File: src/rtl/vgaout_multi.sv
// ============================================================================
// Module      : vgaout_multi
// Description : VGA-style timing generator that overlays up to eight rows of
//               7-segment-style hex digits on a background colour.
//               Glyph units are tracked with small running sub-counters, so
//               no divider is needed to locate a pixel inside a glyph.
// Ports       : clk     - pixel clock
//               rst_n   - asynchronous active-low reset
//               values  - CHANNELS rows of DIGITS hex nibbles, MSD first
//               colors  - {r,g,b} colour per row
//               show    - per-row enable
//               hs, vs  - negative hsync / positive vsync
//               de      - data enable
//               r, g, b - 2-bit colour outputs
//               frame   - one-clock pulse at the start of each frame
// Revision    : 1.0 - initial release
// ============================================================================
`default_nettype none

module vgaout_multi #(
    parameter int          H_TOTAL   = 859,
    parameter int          H_SYNC    = 62,
    parameter int          H_ACT_BEG = 128,
    parameter int          H_ACT_END = 848,
    parameter int          V_TOTAL   = 526,
    parameter int          V_SYNC    = 6,
    parameter int          V_ACT_BEG = 30,
    parameter int          V_ACT_END = 510,
    parameter int          CHANNELS  = 3,
    parameter int          DIGITS    = 8,
    parameter int          SCALE     = 8,
    parameter int          X0        = 240,
    parameter int          Y0        = 112,
    parameter int          ROW_PITCH = 128,
    parameter int          LZ_BLANK  = 0,
    parameter logic [5:0]  BG        = 6'b000001
) (
    input  logic                         clk,
    input  logic                         rst_n,
    input  logic [CHANNELS*DIGITS*4-1:0] values,
    input  logic [CHANNELS*6-1:0]        colors,
    input  logic [CHANNELS-1:0]          show,
    output logic                         hs,
    output logic                         vs,
    output logic                         de,
    output logic [1:0]                   r,
    output logic [1:0]                   g,
    output logic [1:0]                   b,
    output logic                         frame
);

    localparam int C_HW = $clog2(H_TOTAL);
    localparam int C_VW = $clog2(V_TOTAL);
    localparam int C_KW = (CHANNELS > 1) ? $clog2(CHANNELS) : 1;
    localparam int C_DW = (DIGITS > 1) ? $clog2(DIGITS) : 1;
    localparam int C_PW = $clog2(ROW_PITCH + 1);
    localparam int C_RW = DIGITS * 4;

    // ------------------------------------------------------------------
    // Raster counters
    // ------------------------------------------------------------------
    logic [C_HW-1:0] r_hcount;
    logic [C_VW-1:0] r_vcount;
    logic            w_hlast;
    logic            w_vlast;
    logic [C_HW-1:0] w_hnext;
    logic [C_VW-1:0] w_vnext;
    logic            w_sof;

    assign w_hlast = (r_hcount == C_HW'(H_TOTAL - 1));
    assign w_vlast = (r_vcount == C_VW'(V_TOTAL - 1));
    assign w_hnext = w_hlast ? '0 : r_hcount + 1'b1;
    assign w_vnext = w_vlast ? '0 : r_vcount + 1'b1;
    assign w_sof   = (r_hcount == '0) && (r_vcount == '0);

    always_ff @(posedge clk or negedge rst_n) begin
        if (!rst_n) begin
            r_hcount <= '0;
            r_vcount <= '0;
        end else begin
            r_hcount <= w_hnext;
            if (w_hlast) begin
                r_vcount <= w_vnext;
            end
        end
    end

    // ------------------------------------------------------------------
    // Shadow registers, loaded once per frame so a frame never tears
    // ------------------------------------------------------------------
    logic [CHANNELS*DIGITS*4-1:0] r_values;
    logic [CHANNELS*6-1:0]        r_colors;
    logic [CHANNELS-1:0]          r_show;

    always_ff @(posedge clk or negedge rst_n) begin
        if (!rst_n) begin
            r_values <= '0;
            r_colors <= '0;
            r_show   <= '0;
        end else if (w_sof) begin
            r_values <= values;
            r_colors <= colors;
            r_show   <= show;
        end
    end

    // ------------------------------------------------------------------
    // Horizontal glyph tracker: state always describes the current hcount.
    // It is armed when the next pixel is X0 and steps through
    // SCALE pixels per unit, four units per digit.
    // ------------------------------------------------------------------
    logic            r_h_on;
    logic [C_DW-1:0] r_h_dig;
    logic [1:0]      r_h_ux;
    logic [3:0]      r_h_sub;

    always_ff @(posedge clk or negedge rst_n) begin
        if (!rst_n) begin
            r_h_on  <= (X0 == 0);
            r_h_dig <= '0;
            r_h_ux  <= '0;
            r_h_sub <= '0;
        end else if (int'(w_hnext) == X0) begin
            r_h_on  <= 1'b1;
            r_h_dig <= '0;
            r_h_ux  <= '0;
            r_h_sub <= '0;
        end else if (r_h_on) begin
            if (r_h_sub == 4'(SCALE - 1)) begin
                r_h_sub <= '0;
                if (r_h_ux == 2'd3) begin
                    r_h_ux <= '0;
                    if (int'(r_h_dig) == DIGITS - 1) begin
                        r_h_on <= 1'b0;
                    end else begin
                        r_h_dig <= r_h_dig + 1'b1;
                    end
                end else begin
                    r_h_ux <= r_h_ux + 1'b1;
                end
            end else begin
                r_h_sub <= r_h_sub + 1'b1;
            end
        end
    end

    // ------------------------------------------------------------------
    // Vertical glyph tracker, stepped at the end of each line.
    // r_v_uy reaching 5 marks the gap between a row band and the next row.
    // ------------------------------------------------------------------
    logic            r_v_on;
    logic [C_KW-1:0] r_v_row;
    logic [C_PW-1:0] r_v_pitch;
    logic [2:0]      r_v_uy;
    logic [3:0]      r_v_sub;

    always_ff @(posedge clk or negedge rst_n) begin
        if (!rst_n) begin
            r_v_on    <= (Y0 == 0);
            r_v_row   <= '0;
            r_v_pitch <= '0;
            r_v_uy    <= '0;
            r_v_sub   <= '0;
        end else if (w_hlast) begin
            if (int'(w_vnext) == Y0) begin
                r_v_on    <= 1'b1;
                r_v_row   <= '0;
                r_v_pitch <= '0;
                r_v_uy    <= '0;
                r_v_sub   <= '0;
            end else if (r_v_on) begin
                if (int'(r_v_pitch) == ROW_PITCH - 1) begin
                    r_v_pitch <= '0;
                    r_v_uy    <= '0;
                    r_v_sub   <= '0;
                    if (int'(r_v_row) == CHANNELS - 1) begin
                        r_v_on <= 1'b0;
                    end else begin
                        r_v_row <= r_v_row + 1'b1;
                    end
                end else begin
                    r_v_pitch <= r_v_pitch + 1'b1;
                    if (r_v_uy != 3'd5) begin
                        if (r_v_sub == 4'(SCALE - 1)) begin
                            r_v_sub <= '0;
                            r_v_uy  <= r_v_uy + 1'b1;
                        end else begin
                            r_v_sub <= r_v_sub + 1'b1;
                        end
                    end
                end
            end
        end
    end

    // ------------------------------------------------------------------
    // Pixel generation
    // ------------------------------------------------------------------
    logic [C_RW-1:0] w_row_val;
    logic [3:0]      w_nib;
    logic [6:0]      w_seg;
    logic [2:0]      w_cells;
    logic            w_cell;
    logic            w_lead_zero;
    logic            w_blank;
    logic            w_de;
    logic            w_lit;
    logic [5:0]      w_color;
    logic [5:0]      w_rgb;

    assign w_row_val = r_values[int'(r_v_row)*C_RW +: C_RW];
    assign w_nib     = w_row_val[(DIGITS - 1 - int'(r_h_dig))*4 +: 4];
    assign w_color   = r_colors[int'(r_v_row)*6 +: 6];

    // Digit d is a leading zero when every digit from the MSD up to d is 0.
    always_comb begin
        w_lead_zero = 1'b1;
        for (int d = 0; d < DIGITS; d++) begin
            if ((d <= int'(r_h_dig)) && (w_row_val[(DIGITS-1-d)*4 +: 4] != 4'd0)) begin
                w_lead_zero = 1'b0;
            end
        end
    end

    assign w_blank = (LZ_BLANK != 0) && w_lead_zero && (int'(r_h_dig) < DIGITS - 1);

    // Segment bits are gfedcba
    always_comb begin
        w_seg = 7'h00;
        case (w_nib)
            4'h0: w_seg = 7'h3F;
            4'h1: w_seg = 7'h06;
            4'h2: w_seg = 7'h5B;
            4'h3: w_seg = 7'h4F;
            4'h4: w_seg = 7'h66;
            4'h5: w_seg = 7'h6D;
            4'h6: w_seg = 7'h7D;
            4'h7: w_seg = 7'h07;
            4'h8: w_seg = 7'h7F;
            4'h9: w_seg = 7'h6F;
            4'hA: w_seg = 7'h77;
            4'hB: w_seg = 7'h7C;
            4'hC: w_seg = 7'h39;
            4'hD: w_seg = 7'h5E;
            4'hE: w_seg = 7'h79;
            default: w_seg = 7'h71;
        endcase
    end

    // w_cells = {left, middle, right} column of the current unit row
    always_comb begin
        w_cells = 3'b000;
        case (r_v_uy)
            3'd0: w_cells = {w_seg[0] | w_seg[5], w_seg[0], w_seg[0] | w_seg[1]};
            3'd1: w_cells = {w_seg[5], 1'b0, w_seg[1]};
            3'd2: w_cells = {w_seg[5] | w_seg[4], w_seg[6], w_seg[1] | w_seg[2]};
            3'd3: w_cells = {w_seg[4], 1'b0, w_seg[2]};
            3'd4: w_cells = {w_seg[3] | w_seg[4], w_seg[3], w_seg[3] | w_seg[2]};
            default: w_cells = 3'b000;
        endcase
    end

    always_comb begin
        w_cell = 1'b0;
        case (r_h_ux)
            2'd0: w_cell = w_cells[2];
            2'd1: w_cell = w_cells[1];
            2'd2: w_cell = w_cells[0];
            default: w_cell = 1'b0;
        endcase
    end

    assign w_de = (int'(r_hcount) >= H_ACT_BEG) && (int'(r_hcount) < H_ACT_END) &&
                  (int'(r_vcount) >= V_ACT_BEG) && (int'(r_vcount) < V_ACT_END);

    assign w_lit = r_h_on && r_v_on && (r_v_uy != 3'd5) && w_cell && !w_blank &&
                   r_show[r_v_row];

    // Lit pixels are gated by the active window so nothing leaks into blanking
    assign w_rgb = w_de ? (w_lit ? w_color : BG) : 6'd0;

    // ------------------------------------------------------------------
    // Output registers: one clock behind the raster counters
    // ------------------------------------------------------------------
    always_ff @(posedge clk or negedge rst_n) begin
        if (!rst_n) begin
            hs    <= 1'b1;
            vs    <= 1'b0;
            de    <= 1'b0;
            frame <= 1'b0;
            r     <= '0;
            g     <= '0;
            b     <= '0;
        end else begin
            hs    <= !(int'(r_hcount) < H_SYNC);
            vs    <= (int'(r_vcount) < V_SYNC);
            de    <= w_de;
            frame <= w_sof;
            r     <= w_rgb[5:4];
            g     <= w_rgb[3:2];
            b     <= w_rgb[1:0];
        end
    end

endmodule

`default_nettype wire

File: config.mk
export PLATFORM = sky130hd
export DESIGN_NAME = vgaout_multi
export DESIGN_NICKNAME = d
export VERILOG_FILES = /design/src/rtl/vgaout_multi.sv
export SDC_FILE = /design/constraint.sdc
export NUM_CORES = 1
export LEC_CHECK = 0
export ABC_AREA = 1
export BUFFER_PORTS_ARGS = -buffer_cell sky130_fd_sc_hd__buf_4
export CAP_MARGIN = 20
export CORE_UTILIZATION = 43
export DETAILED_ROUTE_END_ITERATION = 10
export SYNTH_ARGS = -nofsm -noshare
export SYNTH_HDL_FRONTEND = slang
export SYNTH_SLANG_ARGS = --single-unit
File: constraint.sdc
create_clock -name clk -period 5.2 [get_ports clk]
set_clock_uncertainty 0.05 [all_clocks]
set_input_delay 0.26 -clock clk [delete_from_list [all_inputs] [get_ports clk]]
set_output_delay 0.26 -clock clk [all_outputs]
set_load 0.02 [all_outputs]
### Word level (Yosys, flattened, before mapping)

Memory sizes are Yosys's and may differ from the RTL's.
Index checks and enable logic that the tools add are counted.

* bits in registers: 175
* ROM bits: 112
* output and inout port bits: 10
* word-level logic and storage cells: 140
* memories kept: 1

* add/sub/neg operators: 10
* $mul: 1
* $lt $le $gt $ge: 7
* equality and inequality tests: 19
* shifts and indexed selects: 3
* multiplexer cells: 46
* bitwise gates (word level): 6
* reduce and logical (&&, ||, !) cells: 26

Memories
* (no name shown): depth 16, width 7, rd ports 1, clocked after memory_dff 0, write ports 0, line 230 `case (w_nib)`

Operators with widths (count)
* variable part select 96 x 8 -> 32 bit: 1
* 2-to-1 mux 4 bit: 8
* variable part select 32 x 6 -> 4 bit: 1
* 2-to-1 mux 3 bit: 10
* 2-to-1 mux 8 bit: 3
* adder 10 x 1 -> 10 bit, second input constant: 2
* equality test 10 bit, second input constant: 2
* logical NOT 10 bit: 2
* 2-to-1 mux 10 bit: 2
* variable part select 18 x 6 -> 6 bit: 1
* 2-to-1 mux 2 bit: 8
* case mux 3 bit (5 select lines): 1
* 2-to-1 mux 6 bit: 2
* AND reduction 4 bit: 3
* equality test 10 x 8 -> 1 bit, second input constant: 1
* equality test 10 x 9 -> 1 bit, second input constant: 1
* >= comparator 10 x 5 -> 1 bit, second input constant: 1
* >= comparator 10 x 8 -> 1 bit, second input constant: 1
* < comparator 10 bit, second input constant: 1
* < comparator 10 x 3 -> 1 bit, second input constant: 1
* < comparator 10 x 6 -> 1 bit, second input constant: 1
* < comparator 10 x 9 -> 1 bit, second input constant: 1
* 2-to-1 mux 1 bit: 10
* nonzero test 2 bit: 5
* other kinds (26): 49

### Longest topological paths before layout

An unclocked memory read counts as a cell.

* word-level depth: 10
* gate-level depth with buffers: 22

### Least setup slack after synthesis

No wires, ideal clock.

* path type: flip-flop to flip-flop
* from: register r_v_row[1]
* to: register b[1]
* setup time: 0.122 ns
* arrival: 2.707 ns
* data required time: 5.028 ns
* slack: 2.321 ns
* cell stages (with the launch flop): 21
* path buffers: 4
* clock period less this slack: 2.879 ns
* path through: dfrtp_1 -> buf_4 -> inv_2 -> buf_4 -> buf_2 -> clkbuf_1 -> nand2_1 -> a221oi_1 -> o311ai_0 -> nand2_1 -> inv_1 -> ha_1 -> nand2_1 -> nand2_1 -> nand3_1 -> nand2_1 -> nand2_1 -> nand2_1 -> nand3_1 -> nand3_1 -> nor2_1

* cells in the longest elaborated chain, start to end: 10
* elaborated cells on any way between the ends: 19

Ends and longest elaborated chain
* start: declaration: line 152 `logic [C_KW-1:0] r_v_row;`
* start signal: assignment: line 179 `r_v_row <= r_v_row + 1'b1;`
* variable part select 96 x 8 -> 32 bit: line 211 `assign w_row_val = r_values[int'(r_v_row)*C_RW +: C_RW];`
* variable part select 32 x 6 -> 4 bit: line 212 `assign w_nib = w_row_val[(DIGITS - 1 - int'(r_h_dig))*4 +: 4];`
* memory (16 x 7 bit)
* OR 1 bit (on tied branches): line 258, 254, 256
* case mux 3 bit (5 select lines): line 253 `case (r_v_uy)`
* case mux 1 bit (3 select lines): line 265 `case (r_h_ux)`
* logical AND 1 bit (2 in a row): line 276 `assign w_lit = r_h_on && r_v_on && (r_v_uy != 3'd5) && w_cell && !w_blank &&`
* 2-to-1 mux 6 bit (*) (2 in a row): line 280 `assign w_rgb = w_de ? (w_lit ? w_color : BG) : 6'd0;`
* net w_rgb[1]: line 209 `logic [5:0] w_rgb;`
* end signal: assignment: line 301 `b <= w_rgb[1:0];`
* end: declaration: line 48 `output logic [1:0] b,`

Mark *: on every way through the listed nets, which the timed path passes. The rest lies on a longest branch. The select of a mux whose other input is x is not followed.
A chain may end at the register's enable or synchronous reset.

### Worst setup path after layout

* from: register r_vcount[0]
* to: register r_values[3]

* cells in the longest elaborated chain, start to end: 2

Ends and longest elaborated chain
* start: declaration: line 63 `logic [C_VW-1:0] r_vcount;`
* start signal: assignment: line 83 `r_vcount <= w_vnext;`
* logical NOT 10 bit: line 74 `assign w_sof = (r_hcount == '0) && (r_vcount == '0);`
* logical AND 1 bit: line 74
* end signal: assignment: line 101 `r_values <= values;`
* end: declaration: line 91 `logic [CHANNELS*DIGITS*4-1:0] r_values;`

Every way passes these cells.

==> impl_metrics.tcl <==
set metrics [dict create \
    ys_seq_area_share_pct 48.2 \
    fmax_ghz 0.295 \
    r2r-end "r_values[3]$_DFFE_PN0P_" \
    tightest_slew_ns 0.834 \
    cts_buffers 17 \
    antenna_found_initial 0 \
    die-width_um 147 \
    postCtsHoldBufs 101 \
    rrSetupSlack_ns 1.81 \
    dp_hpwl_um 15600 \
    cp_max_fo 52 \
    num_io_pins 129 \
    drive_gt1_share_pct 14.7 \
    cts.clk_slew.worst_paths_ns 0.07 \
    synth.top_cell.area_share_pct 48.0 \
    first_pass_iters 7 \
    drc_errors 0 \
    crit_path_end "r_values[3]$_DFFE_PN0P_" \
    reg2reg_from "r_vcount[0]$_DFFE_PN0N_" \
    fin_util_pct 57.6 \
    overflow 0 \
    hp-start "values[84]" \
    numClockSinks 175 \
    drt_iter0_markers 486 \
    io_buffer_count 128 \
    cpMostUsedCell "nand2_1" \
    synthTopCellsByArea "dfrtp_1 (48%), nand2_1 (21%), nand3_1 (5.1%)" \
    syn2layout_area_growth_pct 30.0 \
    rsz0062_at_grt "false" \
    cts_resized 0 \
    clockBufferDepth 2 \
    hp-class "in -> reg" \
    hold_viol 0 \
    grt_pass1_wl_um 39400 \
    synth_nets 1336 \
    final_max_slew_viol_count 0 \
    maxSlewHeadroom_pct 44.4 \
    final_nets 1542 \
    post_cts_buffers 0 \
    finalSetupTns_ns 0 \
    ys_ff_latch 175 \
    gp_congestion 0.837 \
    synth_commonest_cells "nand2_1 (508), dfrtp_1 (174), nand3_1 (92), inv_1 (77), nor2_1 (75)" \
    cp-start-kind "flop" \
    synth_top_area_cell "dfrtp_1" \
    wl_um 23400 \
    cts_root_buffer "clkbuf_16" \
    insertedDiodeCount 0 \
    reg2reg_depth 10 \
    setup_violations 0 \
    fin_hold_ws_ns 0.00781 \
    crit_slowest_cell "clkinv_2" \
    layout.area.seq_um2 4380 \
    vias 8143 \
    crit_start "r_vcount[0]$_DFFE_PN0N_" \
    synthArstFlopShare_pct 100 \
    grt_pass1_vias 8108 \
    cp_slowest_stage_delay_ns 0.65 \
    multi_input_area_um2 4140 \
    synth.avg_cell_area_um2 7.64 \
    criticalPathCategory "reg -> reg" \
    yosys_warnings 0 \
    die_h_um 147 \
    initial_core_util_pct 44.3 \
    ant_nets 0 \
    arrival_ns 3.71 \
    vias_per_cell 4.86 \
    path_cells "inv_1, ha_1, nand2_1, nor3_1, nand3_4, clkinv_2, buf_4, buf_4, nand2_1, nand2_1" \
    period_minus_slack_ns 3.39 \
    wl_per_cell_um 14.0 \
    ys.flop_type "dfrtp_1" \
    power.leakage_nw 6.08 \
    total_power_mw 2.92 \
    grt_max_degree 80 \
    rows 52 \
    n_fill_cell 1982 \
    tritoncts "done" \
    die_area_um2 21700 \
    grt_use_total_pct 22.8 \
    htreeDepth 4 \
    end_kind "flop" \
    synth_most_common_cell "nand2_1" \
    ir_drop_mv 0.210 \
    synth-edff-count 0 \
    syn_area_um2 9080 \
    synth_cells 1188 \
    power_density_nw_per_um2 248 \
    cp.required_ns 5.52 \
    ys_types 50 \
    fin_crit_sh_pct 65.2 \
    core_um2 20500 \
    outcome "complete, no violations" \
    cap_violations 0 \
    clk_latency_ns 0.44 \
]
-- final cells by class --
cell class              instances  share of cell area (%)
repair buffers                238                    17.3
flip-flops and latches        175                    37.1
clock inverters                15                    1.21
well taps                     270                    2.86
clock buffers                  17                    3.60
inverters                      88                    2.82
multi-input cells             874                    35.1
-- sequential cells by signal, indices dropped and copies added, names as in the netlist, 4 cells and up --
register	count
r_hcount	10
r_colors	18
r_values	96
r_vcount	10
r_v_sub	4
r_v_pitch	8
r_h_sub	4
-- layer usage --
layer / track usage [%] / part of all wire, % / vias to the layer above
li1: - / - / 4186
met1: 31.1 / 48 / 3779
met2: 37.5 / 47 / 160
met3: 3.91 / 3.9 / 18
met4: 5.82 / 1.1 / 0
met5: 0 / 0 / -
-- how the worst min path moves through the flow --
stage	end	slack [ns]	cells after the start
3_3_place_gp	vs$_DFF_PN0_	0.18	1
5_1_grt	r_values[88]$_DFFE_PN0P_	0.002	3
2_1_floorplan	b[0]$_DFF_PN0_	-0.09	0
6_report	r_values[84]$_DFFE_PN0P_	0.008	3
4_1_cts	r_colors[5]$_DFFE_PN0P_	0.0004	3
3_5_place_dp	vs$_DFF_PN0_	0.18	1
-- through the flow --
step                      worst slack (ns)  cell area, um2  std cells
final                                 1.81           11800       1677
after CTS                             1.78           11800       1676
after global routing                  1.39           11800       1677
after floorplan                       2.32            9080       1188
after global placement                1.91           10200       1543
after detailed placement              1.83           10200       1543
-- kinds of logic after synthesis --
kind of cell / Yosys count / synth area share (%)
simple gates: 720 / 32.9
flops: 175 / 48.2
buf+inv: 139 / 6.27
compound gates: 115 / 7.58
fa+ha+maj: 29 / 4.00
xor+xnor: 10 / 0.965
-- worst max-delay path: cells and delay by family (launching register included) --
| kind | cells | cell delay, ns |
|---|---|---|
| adders and majority gates | 1 | 0.17 |
| buffers and inverters | 4 | 1.64 |
| and+or+nand+nor | 5 | 0.96 |
| DFF | 1 | 0.43 |
-- report_power, final --
part / internal (mW) / total (mW) / switching (mW)
logic: 0.142 / 0.243 / 0.101
clock network: 0.637 / 1.25 / 0.608
registers: 1.41 / 1.43 / 0.0280
total: 2.19 / 2.92 / 0.737
-- cell usage in the layout (no fill, tap or decap), drive strengths merged --
master and n:
o22ai 1, xor2 9, dfrtp 174, o21a 1
clkinvlp 2, o31ai 1, and3 1, a21oi 20
o21ai 62, nor4 4, o41ai 1, nand2 517
nor2 79, or3 2, a31oi 3, o311ai 1
buf 136, clkbuf 17, a311oi 2, ha 29
nand3 93, nand3b 3, o21bai 3, clkinv 6
inv 95, o211ai 5, xnor2 1, dlygate4sd3 102
nand4 10, a221oi 4, a2bb2oi 7, o221ai 4
dfstp 1, or2 4, nor3 7
(Power assumes the default switching activity.)
